$ cat src/rtl/hub75_pkg.sv
// hub75_pkg: shared types and defaults for the HUB75 receive-capture block.
//   WIDTH_DEF     default pixels per shifted line
//   ADDR_BITS_DEF default row-address width {E,D,C,B,A}
//   COL_BITS      column-index width for the default line width
//   pixel_t       one shifted pixel: upper-half rgb1 and lower-half rgb2
//   state_e       line drain FSM encoding
package hub75_pkg;

  localparam int WIDTH_DEF     = 64;
  localparam int ADDR_BITS_DEF = 5;
  localparam int COL_BITS      = $clog2(WIDTH_DEF);

  typedef struct packed {
    logic [2:0] rgb1;
    logic [2:0] rgb2;
  } pixel_t;

  typedef enum logic [0:0] {
    ST_IDLE  = 1'b0,
    ST_DRAIN = 1'b1
  } state_e;

endpackage

$ cat src/rtl/hub75_rx_capture_if.sv
// hub75_rx_capture_if: pixel-beat stream leaving the capture block.
//   valid/ready  beat handshake (beat fires on valid & ready)
//   row          row address of the line being drained
//   col          column index of the beat (0 = oldest shifted pixel)
//   rgb1/rgb2    upper-half / lower-half pixel
//   last         high on the beat with col == WIDTH-1
// Modports: master = capture block (drives the beat), slave = consumer.
interface hub75_rx_capture_if
  import hub75_pkg::*;
#(
  parameter int ADDR_BITS = ADDR_BITS_DEF,
  parameter int COL_W     = COL_BITS
);
  logic                 valid;
  logic                 ready;
  logic [ADDR_BITS-1:0] row;
  logic [COL_W-1:0]     col;
  logic [2:0]           rgb1;
  logic [2:0]           rgb2;
  logic                 last;

  modport master (output valid, row, col, rgb1, rgb2, last, input ready);
  modport slave  (input valid, row, col, rgb1, rgb2, last, output ready);
endinterface

$ cat src/rtl/hub75_input_sync.sv
// hub75_input_sync: brings every HUB75 input into the clk domain through
// SYNC_STAGES flops, and derives single-cycle edge pulses from the synced
// pixel clock and latch. Address/RGB/OE leave from the same synced stage as
// the edge detector, so data is aligned with the edge it belongs to.
//   clk, rst_n            system clock, async active-low reset
//   h75_*                 raw HUB75 inputs (async to clk)
//   clk_rise / lat_fall   1-cycle pulses on synced h75_clk rise / h75_lat fall
//   oe_sync, addr_sync    synced output-enable and row address
//   pix_sync              synced {rgb1,rgb2}
module hub75_input_sync
  import hub75_pkg::*;
#(
  parameter int SYNC_STAGES = 2,
  parameter int ADDR_BITS   = ADDR_BITS_DEF
) (
  input  logic                 clk,
  input  logic                 rst_n,
  input  logic                 h75_clk,
  input  logic                 h75_lat,
  input  logic                 h75_oe,
  input  logic [ADDR_BITS-1:0] h75_addr,
  input  logic [2:0]           h75_rgb1,
  input  logic [2:0]           h75_rgb2,
  output logic                 clk_rise,
  output logic                 lat_fall,
  output logic                 oe_sync,
  output logic [ADDR_BITS-1:0] addr_sync,
  output pixel_t               pix_sync
);
  localparam int BUS_W = ADDR_BITS + 9;

  logic [BUS_W-1:0] bus_in_s;
  logic [BUS_W-1:0] bus_sync_s;
  logic [BUS_W-1:0] stage_r [SYNC_STAGES];
  logic             clk_prev_r;
  logic             lat_prev_r;

  assign bus_in_s = {h75_clk, h75_lat, h75_oe, h75_addr, h75_rgb1, h75_rgb2};

  // Synchronizer chain shared by all HUB75 inputs.
  always_ff @(posedge clk or negedge rst_n) begin
    if (!rst_n) begin
      for (int i = 0; i < SYNC_STAGES; i++) stage_r[i] <= '0;
    end else begin
      stage_r[0] <= bus_in_s;
      for (int i = 1; i < SYNC_STAGES; i++) stage_r[i] <= stage_r[i-1];
    end
  end

  assign bus_sync_s = stage_r[SYNC_STAGES-1];

  // Previous synced levels for edge detection.
  always_ff @(posedge clk or negedge rst_n) begin
    if (!rst_n) begin
      clk_prev_r <= 1'b0;
      lat_prev_r <= 1'b0;
    end else begin
      clk_prev_r <= bus_sync_s[BUS_W-1];
      lat_prev_r <= bus_sync_s[BUS_W-2];
    end
  end

  assign clk_rise  = bus_sync_s[BUS_W-1] & ~clk_prev_r;
  assign lat_fall  = ~bus_sync_s[BUS_W-2] & lat_prev_r;
  assign oe_sync   = bus_sync_s[BUS_W-3];
  assign addr_sync = bus_sync_s[6 +: ADDR_BITS];
  assign pix_sync  = pixel_t'(bus_sync_s[5:0]);
endmodule

$ cat src/rtl/hub75_rx_capture.sv
// hub75_rx_capture: samples a HUB75 bus with clk, rebuilds each latched line
// and streams it out one pixel per beat (oldest shifted pixel first).
//   clk, rst_n        system clock, async active-low reset
//   h75_clk/lat/oe    HUB75 pixel clock, latch, output enable (active-low)
//   h75_addr          row address {E,D,C,B,A}
//   h75_rgb1/rgb2     upper/lower-half pixel data
//   out_if            beat stream (master modport), see hub75_rx_capture_if
//   overrun           1-cycle pulse: latch arrived while a line was draining
//   col_err           1-cycle pulse: shift count since last latch != WIDTH
//   oe_on_cycles      (only with HUB75_RX_OE_STATS_EN) clk cycles with OE
//                     active between latches, snapshotted at accepted latch
// Optional feature macro: HUB75_RX_OE_STATS_EN.
module hub75_rx_capture
  import hub75_pkg::*;
#(
  parameter int WIDTH       = WIDTH_DEF,
  parameter int ADDR_BITS   = ADDR_BITS_DEF,
  parameter int SYNC_STAGES = 2
) (
  input  logic                     clk,
  input  logic                     rst_n,
  input  logic                     h75_clk,
  input  logic                     h75_lat,
  input  logic                     h75_oe,
  input  logic [ADDR_BITS-1:0]     h75_addr,
  input  logic [2:0]               h75_rgb1,
  input  logic [2:0]               h75_rgb2,
  hub75_rx_capture_if.master       out_if,
  output logic                     overrun,
  output logic                     col_err
`ifdef HUB75_RX_OE_STATS_EN
  ,
  output logic [15:0]              oe_on_cycles
`endif
);
  localparam int COL_W = $clog2(WIDTH);
  localparam int CNT_W = $clog2(WIDTH + 2);
  localparam logic [COL_W-1:0] COL_LAST = COL_W'(WIDTH - 1);

  logic                 clk_rise_s, lat_fall_s, oe_sync_s;
  logic [ADDR_BITS-1:0] addr_sync_s;
  pixel_t               pix_sync_s;

  state_e               state_r, state_nxt_s;
  logic [COL_W-1:0]     col_r, col_nxt_s;
  logic                 accept_s;
  pixel_t               pix_nxt_s;
  logic [CNT_W-1:0]     shift_cnt_r;
  pixel_t               shift_r [WIDTH];
  pixel_t               hold_r  [WIDTH];
  logic [ADDR_BITS-1:0] row_r;
  logic                 valid_r, last_r, overrun_r, col_err_r;
  pixel_t               pix_r;

  hub75_input_sync #(.SYNC_STAGES(SYNC_STAGES), .ADDR_BITS(ADDR_BITS)) u_sync (
    .clk(clk), .rst_n(rst_n),
    .h75_clk(h75_clk), .h75_lat(h75_lat), .h75_oe(h75_oe),
    .h75_addr(h75_addr), .h75_rgb1(h75_rgb1), .h75_rgb2(h75_rgb2),
    .clk_rise(clk_rise_s), .lat_fall(lat_fall_s), .oe_sync(oe_sync_s),
    .addr_sync(addr_sync_s), .pix_sync(pix_sync_s)
  );

  // Next-state / column logic of the line drain FSM.
  always_comb begin
    state_nxt_s = state_r;
    col_nxt_s   = col_r;
    accept_s    = 1'b0;
    case (state_r)
      ST_IDLE: begin
        if (lat_fall_s) begin
          accept_s    = 1'b1;
          state_nxt_s = ST_DRAIN;
          col_nxt_s   = '0;
        end else begin
          state_nxt_s = ST_IDLE;
        end
      end
      ST_DRAIN: begin
        if (out_if.ready) begin
          if (col_r == COL_LAST) begin
            state_nxt_s = ST_IDLE;
            col_nxt_s   = '0;
          end else begin
            col_nxt_s = col_r + COL_W'(1);
          end
        end else begin
          col_nxt_s = col_r;
        end
      end
      default: begin
        state_nxt_s = ST_IDLE;
        col_nxt_s   = '0;
      end
    endcase
    // Hold is loaded on the same edge as an accepted latch, so column 0
    // must come straight from the shift register on that cycle.
    if (accept_s) begin
      pix_nxt_s = shift_r[0];
    end else begin
      pix_nxt_s = hold_r[col_nxt_s];
    end
  end

  // FSM state, column and registered beat outputs.
  always_ff @(posedge clk or negedge rst_n) begin
    if (!rst_n) begin
      state_r <= ST_IDLE;
      col_r   <= '0;
      valid_r <= 1'b0;
      last_r  <= 1'b0;
      pix_r   <= '0;
    end else begin
      state_r <= state_nxt_s;
      col_r   <= col_nxt_s;
      valid_r <= (state_nxt_s == ST_DRAIN);
      last_r  <= (state_nxt_s == ST_DRAIN) && (col_nxt_s == COL_LAST);
      pix_r   <= pix_nxt_s;
    end
  end

  // Pixel shift register (index 0 = oldest) and saturating shift counter.
  always_ff @(posedge clk or negedge rst_n) begin
    if (!rst_n) begin
      for (int i = 0; i < WIDTH; i++) shift_r[i] <= '0;
      shift_cnt_r <= '0;
    end else begin
      if (clk_rise_s) begin
        for (int i = 0; i < WIDTH - 1; i++) shift_r[i] <= shift_r[i+1];
        shift_r[WIDTH-1] <= pix_sync_s;
      end
      if (lat_fall_s) begin
        shift_cnt_r <= '0;
      end else if (clk_rise_s && (shift_cnt_r != CNT_W'(WIDTH + 1))) begin
        shift_cnt_r <= shift_cnt_r + CNT_W'(1);
      end
    end
  end

  // Line hold buffer, row address and latch status pulses.
  always_ff @(posedge clk or negedge rst_n) begin
    if (!rst_n) begin
      for (int i = 0; i < WIDTH; i++) hold_r[i] <= '0;
      row_r     <= '0;
      overrun_r <= 1'b0;
      col_err_r <= 1'b0;
    end else begin
      if (accept_s) begin
        for (int i = 0; i < WIDTH; i++) hold_r[i] <= shift_r[i];
        row_r <= addr_sync_s;
      end
      overrun_r <= lat_fall_s && (state_r == ST_DRAIN);
      col_err_r <= lat_fall_s && (shift_cnt_r != CNT_W'(WIDTH));
    end
  end

  assign out_if.valid = valid_r;
  assign out_if.row   = row_r;
  assign out_if.col   = col_r;
  assign out_if.rgb1  = pix_r.rgb1;
  assign out_if.rgb2  = pix_r.rgb2;
  assign out_if.last  = last_r;
  assign overrun      = overrun_r;
  assign col_err      = col_err_r;

`ifdef HUB75_RX_OE_STATS_EN
  logic [15:0] oe_cnt_r, oe_snap_r;

  // OE-active cycle counter, cleared at every latch edge, snapshotted on accept.
  always_ff @(posedge clk or negedge rst_n) begin
    if (!rst_n) begin
      oe_cnt_r  <= 16'd0;
      oe_snap_r <= 16'd0;
    end else begin
      if (lat_fall_s) begin
        oe_cnt_r <= 16'd0;
      end else if (!oe_sync_s && (oe_cnt_r != 16'hFFFF)) begin
        oe_cnt_r <= oe_cnt_r + 16'd1;
      end
      if (accept_s) begin
        oe_snap_r <= oe_cnt_r;
      end
    end
  end

  assign oe_on_cycles = oe_snap_r;
`else
  logic unused_oe_s;
  assign unused_oe_s = oe_sync_s;
`endif
endmodule

$ cat src/flat_wrapper.sv
// flat-port wrapper written by rule: the top's interface ports become plain ports
module hub75_rx_capture_flat import hub75_pkg::*;
#(
  parameter int WIDTH       = WIDTH_DEF,
  parameter int ADDR_BITS   = ADDR_BITS_DEF,
  parameter int SYNC_STAGES = 2
)
  (clk, rst_n, h75_clk, h75_lat, h75_oe, h75_addr, h75_rgb1, h75_rgb2, overrun, col_err, out_if_valid, out_if_row, out_if_col, out_if_rgb1, out_if_rgb2, out_if_last, out_if_ready);
  hub75_rx_capture_if #(.ADDR_BITS(ADDR_BITS), .COL_W(6)) out_if_i ();
  input  logic clk;
  input  logic rst_n;
  input  logic h75_clk;
  input  logic h75_lat;
  input  logic h75_oe;
  input  logic [ADDR_BITS-1:0] h75_addr;
  input  logic [2:0] h75_rgb1;
  input  logic [2:0] h75_rgb2;
  output logic overrun;
  output logic col_err;
  output wire logic [$bits(out_if_i.valid)-1:0] out_if_valid;
  output wire logic [$bits(out_if_i.row)-1:0] out_if_row;
  output wire logic [$bits(out_if_i.col)-1:0] out_if_col;
  output wire logic [$bits(out_if_i.rgb1)-1:0] out_if_rgb1;
  output wire logic [$bits(out_if_i.rgb2)-1:0] out_if_rgb2;
  output wire logic [$bits(out_if_i.last)-1:0] out_if_last;
  input wire logic [$bits(out_if_i.ready)-1:0] out_if_ready;
  assign out_if_valid = out_if_i.valid;
  assign out_if_row = out_if_i.row;
  assign out_if_col = out_if_i.col;
  assign out_if_rgb1 = out_if_i.rgb1;
  assign out_if_rgb2 = out_if_i.rgb2;
  assign out_if_last = out_if_i.last;
  assign out_if_i.ready = out_if_ready;
  hub75_rx_capture #(.WIDTH(WIDTH), .ADDR_BITS(ADDR_BITS), .SYNC_STAGES(SYNC_STAGES)) u_core (.clk(clk), .rst_n(rst_n), .h75_clk(h75_clk), .h75_lat(h75_lat), .h75_oe(h75_oe), .h75_addr(h75_addr), .h75_rgb1(h75_rgb1), .h75_rgb2(h75_rgb2), .out_if(out_if_i), .overrun(overrun), .col_err(col_err));
endmodule
$ cat config.mk
export PLATFORM = sky130hd
export DESIGN_NAME = hub75_rx_capture_flat
export DESIGN_NICKNAME = d
export VERILOG_FILES = /design/src/rtl/hub75_pkg.sv /design/src/rtl/hub75_rx_capture_if.sv /design/src/rtl/hub75_input_sync.sv /design/src/rtl/hub75_rx_capture.sv /design/src/flat_wrapper.sv
export SDC_FILE = /design/constraint.sdc
export NUM_CORES = 1
export LEC_CHECK = 0
export CORE_ASPECT_RATIO = 1.75
export CORE_MARGIN = 2
export CORE_UTILIZATION = 65
export DETAILED_ROUTE_END_ITERATION = 10
export DONT_BUFFER_PORTS = 1
export HOLD_SLACK_MARGIN = 0.12
export PLACE_DENSITY = 0.79
export REMOVE_ABC_BUFFERS = 1
export SLEW_MARGIN = 20
export SYNTH_ARGS = -nofsm -noshare
export SYNTH_HDL_FRONTEND = slang
export SYNTH_SLANG_ARGS = --single-unit
$ cat constraint.sdc
create_clock -name clk -period 4.72 [get_ports clk]
set_input_delay 0.944 -clock clk [delete_from_list [all_inputs] [get_ports clk]]
set_output_delay 0.944 -clock clk [all_outputs]
set_load 0.03 [all_outputs]
Word-level counts from Yosys, hierarchy flattened
Index checks and enable logic that the tools add are counted.
- input port bits: 17
- bits in registers: 826
- output and inout bits: 21
- logic and storage cells: 302
- eq/ne operators: 4
- add/sub/neg operators: 2
- mux-type cells: 15
- reductions and logical operators: 5
- $lt $le $gt $ge: 1
- bitwise gates (word level): 6
- operators with widths (cell ; number):
    $bmux 6 s6 ; 1
    $mux 6 ; 6
    $mux 7 ; 2
    $ne 7x7->1 const B ; 2
    $eq 6x6->1 const B ; 2
    $pmux 6 s2 ; 1
    $add 7x1->7 const B ; 1
    $ge 7x7->1 const B ; 1
    $not 6->7 ; 1
    $add 6x1->6 const B ; 1
    $logic_and 1x1->1 ; 4
    $mux 1 ; 4
    $not 1->1 ; 3
    $and 1x1->1 ; 2
    $pmux 1 s2 ; 1
    $reduce_bool 2->1 ; 1

Longest topological paths before layout
- depth after elaboration: 9
- mapped depth: 13
- mapped depth without buffers: 10

Cells and area by module
A second synthesis with hierarchy kept.
- cells, all modules: 3231
- area total of the unflattened synthesis: 34350.4 um^2
- by module, submodules not included (module ; area each (um^2) ; cells an instance ; seq. area each (um^2) ; instances):
    hub75_rx_capture ; 33489.6 ; 3188 ; 19919.1 ; 1
    hub75_input_sync ; 860.8 ; 43 ; 750.7 ; 1

Least setup slack after synthesis
OpenSTA, ideal clock, no wires.
- kind: input -> register
- start: input out_if_ready
- end: register u_core.pix_r (netlist bit u_core.out_if.rgb2[2])
- stages on the path: 11
- setup slack: 1.624 ns
- setup time: 0.140 ns
- data required time: 4.580 ns
- data arrival time: 2.955 ns
- buffers on the path: 2
- cells stage by stage: buf_2 mux2_2 a22oi_2 inv_2 clkbuf_1 nand2_1 a21oi_1 a311oi_2 o22ai_1 a2111oi_2 o32ai_2
- RTL lines (what ; RTL line ; RTL):
    start, declared ; flat_wrapper.sv:26 ; input wire logic [$bits(out_if_i.ready)-1:0] out_if_ready;
    end signal, assigned ; hub75_rx_capture.sv:117 ; pix_r <= pix_nxt_s;
    end, declared ; hub75_rx_capture.sv:53 ; pixel_t pix_r;

==> results.py <==
metrics = {
    "global_route": {
        "grt.overflow.total": 0,
        "antenna_found_initial": 1,
        "grt_pass1_vias": 25800,
        "grt_pass1_wl_um": 129000,
        "grt_max_degree": 825,
        "grt_usage_pct": 29.7,
    },
    "finish": {
        "fin_nets": 3861,
        "layout_common_cells": "2527 x nand2_1, 824 x dfrtp_1, 75 x clkbuf_16, 69 x nand3_1, 39 x buf_4",
        "antenna_cells": 0,
        "syn2layout_area_growth_pct": 8.26,
        "final_util_pct": 71.3,
        "drive_above_1_share_pct": 5.37,
        "layout_commonest_cell": "nand2_1",
        "fin_cells": 4563,
    },
    "floorplanning": {
        "die_w_um": 177,
        "start_util_pct": 65.9,
        "dieHeight_um": 306,
        "ioPinCount": 38,
        "coreArea_um2": 51500,
        "fp.dieArea_um2": 54100,
        "row_count": 110,
    },
    "setup_path": {
        "cp.arrival_ns": 4.28,
        "r2r-start": "u_core.state_r",
        "cp-start-kind": "flop",
        "critical_path_required_ns": 5.22,
        "worstSetupEndpointType": "flop",
        "r2r_setup_slack_ns": 0.95,
        "path_class": "reg2reg",
        "critPathMaxFanout": 68,
        "reg2reg_to": "u_core.out_if.rgb2[2]",
        "worst-r2r-cell-count": 10,
    },
    "synth": {
        "syn_area_um2": 33900,
        "netlist_instances": 3951,
        "synthFlopType": "dfrtp_1",
        "yosysUniqueCellTypes": 57,
        "synth-edff-count": 0,
        "yosys_warnings": 0,
        "synth_seq_cells": 824,
        "async_flop_share_pct": 100,
        "yosysTopAreaCellShare_pct": 60.8,
        "avgSynthCellArea_um2": 8.59,
        "seq_area_frac_synth_pct": 60.8,
        "synth_top_area_cell": "dfrtp_1",
        "ys_top_cells_by_area": "dfrtp_1 61%, nand2_1 28%, clkbuf_1 2.1%",
    },
    "pwr": {
        "p_leak_nw": 20.3,
        "pwr_density_cell_nw_per_um2": 491,
        "peakVddDrop_v": 0.000392,
    },
    "sta": {
        "max_freq_mhz": 265,
        "relSlewSlack_pct": -113,
        "setup_viol": 0,
        "worstMarginPinSlew_ns": 3.19,
        "fin_setup_tns_ns": 0,
        "finalHoldViolCount": 0,
        "fin_skew_ns": 0.0235,
        "fin_crit_ns": 3.77,
        "finalMaxSlewViolations": 664,
        "rsz0062_at_grt": "no",
        "post-route-period-util_pct": 79.9,
    },
    "drt": {
        "vias_per_cell": 5.66,
        "post_drt_wl_per_cell_um": 17.0,
        "dr.first_iter.drc_count": 2746,
        "drc": 0,
        "ant_nets": 0,
        "routed_wl_um": 77400,
        "first_pass_iters": 5,
        "vias": 25800,
    },
    "clock_tree": {
        "cts_setup_buffers": 0,
        "cts_tree": "built",
        "path_clk_slew_ns": 0.06,
        "cts_resized": 0,
        "cts.sinks": 824,
        "cts_max_path_buffers": 3,
        "clk_latency_ns": 0.61,
        "cts-buffers-inserted": 73,
        "cts_root_buf": "clkbuf_16",
        "cts_max_level": 3,
    },
    "status": {
        "status": "finished with violations",
        "violations": "max-slew violations",
    },
    "place": {
        "port_buffers": 0,
        "dp_cells": 4437,
        "gp_congestion": 0.774,
        "hpwlAfterDp_um": 41500,
    },
    "min_path": {
        "hp-class": "in2async",
    },
    "flow_run": {
        "drv_cap": 0,
    },
}
kinds of logic after synthesis:
| logic type | count (synthesis) | synth area share [%] |
|---|---|---|
| adders and majority gates | 4 | 0.148 |
| DFF | 824 | 60.8 |
| xor gates and xnor gates | 7 | 0.181 |
| and+or+nand+nor | 2658 | 30.1 |
| AOI/OAI and AO/OA | 163 | 3.64 |
| muxes | 54 | 2.15 |
| buffers and inverters | 241 | 2.97 |
worst max-delay path by stage:
stage / startpoint / end / slack, ns
2_1_floorplan: u_core.u_sync.clk_prev_r / u_core.shift_cnt_r[6] / -10.02
3_3_place_gp: out_if_ready / u_core.out_if.rgb2[0] / 0.99
3_5_place_dp: out_if_ready / u_core.out_if.rgb2[0] / 0.93
4_1_cts: u_core.state_r / u_core.out_if.rgb2[0] / 1.01
5_1_grt: u_core.state_r / u_core.out_if.rgb2[0] / 0.80
6_report: u_core.state_r / u_core.out_if.rgb2[2] / 0.95
worst max-delay path, stage by stage, from the launching register on:
cell and delay, ns:
dfrtp_1 0.76, nand2_1 0.17, a311oi_2 0.54, nor2_8 0.21, inv_4 0.73, buf_4 0.36
nand2_1 0.08, a31oi_1 0.16, nand3_1 0.15, and3_1 0.22, o32ai_2 0.23
registers in the layout, summed over array words and instances, names as in the netlist, 3 cells and up:
name,cells
u_core.shift_cnt_r,7
u_core.out_if.col,6
u_core.out_if.rgb2,3
u_core.out_if.row,5
u_core.out_if.rgb1,3
u_core.u_sync.stage_r,13
u_core.hold_r,384
u_core.shift_r,384
u_core.u_sync.bus_sync_s,13
layout make-up:
class	instances	area (µm²)
Clock inverter	23	289
Timing Repair Buffer	47	444
Sequential cell	824	20600
Tap cell	672	841
Inverter	8	32.5
Multi-Input combinational cell	2886	12300
Fill cell	3846	14800
Clock buffer	103	2160
metal layers:
metal	vias to the layer above	wire, µm	part of all wire [%]	global-route usage [%]
met5	-	13	0.017	0
met4	2	3230	4.2	13.4
met3	203	4560	5.9	4.64
met2	779	38400	50	50.1
met1	12800	31300	40	37.9
li1	12100	-	-	-
where the power goes:
group	switching (mW)	internal (mW)
Clock	2.60	3.53
Sequential	0.467	7.50
Combinational	2.79	1.17
stage by stage:
stage	hold WS (ns)	setup WS, ns	cell area, µm²	power [mW]
after floorplan	0.331	-10.02	32900	10.2
after global placement	0.332	0.987	34300	11.9
after detailed placement	0.335	0.934	34300	12.0
after CTS	0.0340	1.01	36700	18.1
after global routing	0.0298	0.799	36700	18.7
final	0.0479	0.948	36700	18.0
synth_stat cells, drive strengths merged, types with 5 or more instances:
| library cell | instances |
|---|---|
| nand4 | 5 |
| buf | 40 |
| o2111ai | 17 |
| a221oi | 15 |
| nand3 | 69 |
| mux2i | 38 |
| a221o | 5 |
| and3 | 24 |
| a311oi | 7 |
| mux4 | 15 |
| a31oi | 29 |
| nor2 | 15 |
| a211oi | 6 |
| nand2 | 2527 |
| inv | 8 |
| a32oi | 18 |
| xor2 | 6 |
| a31o | 6 |
| o21ai | 18 |
| clkbuf | 193 |
| dfrtp | 824 |
| a21oi | 22 |
(Power assumes the default switching activity.)
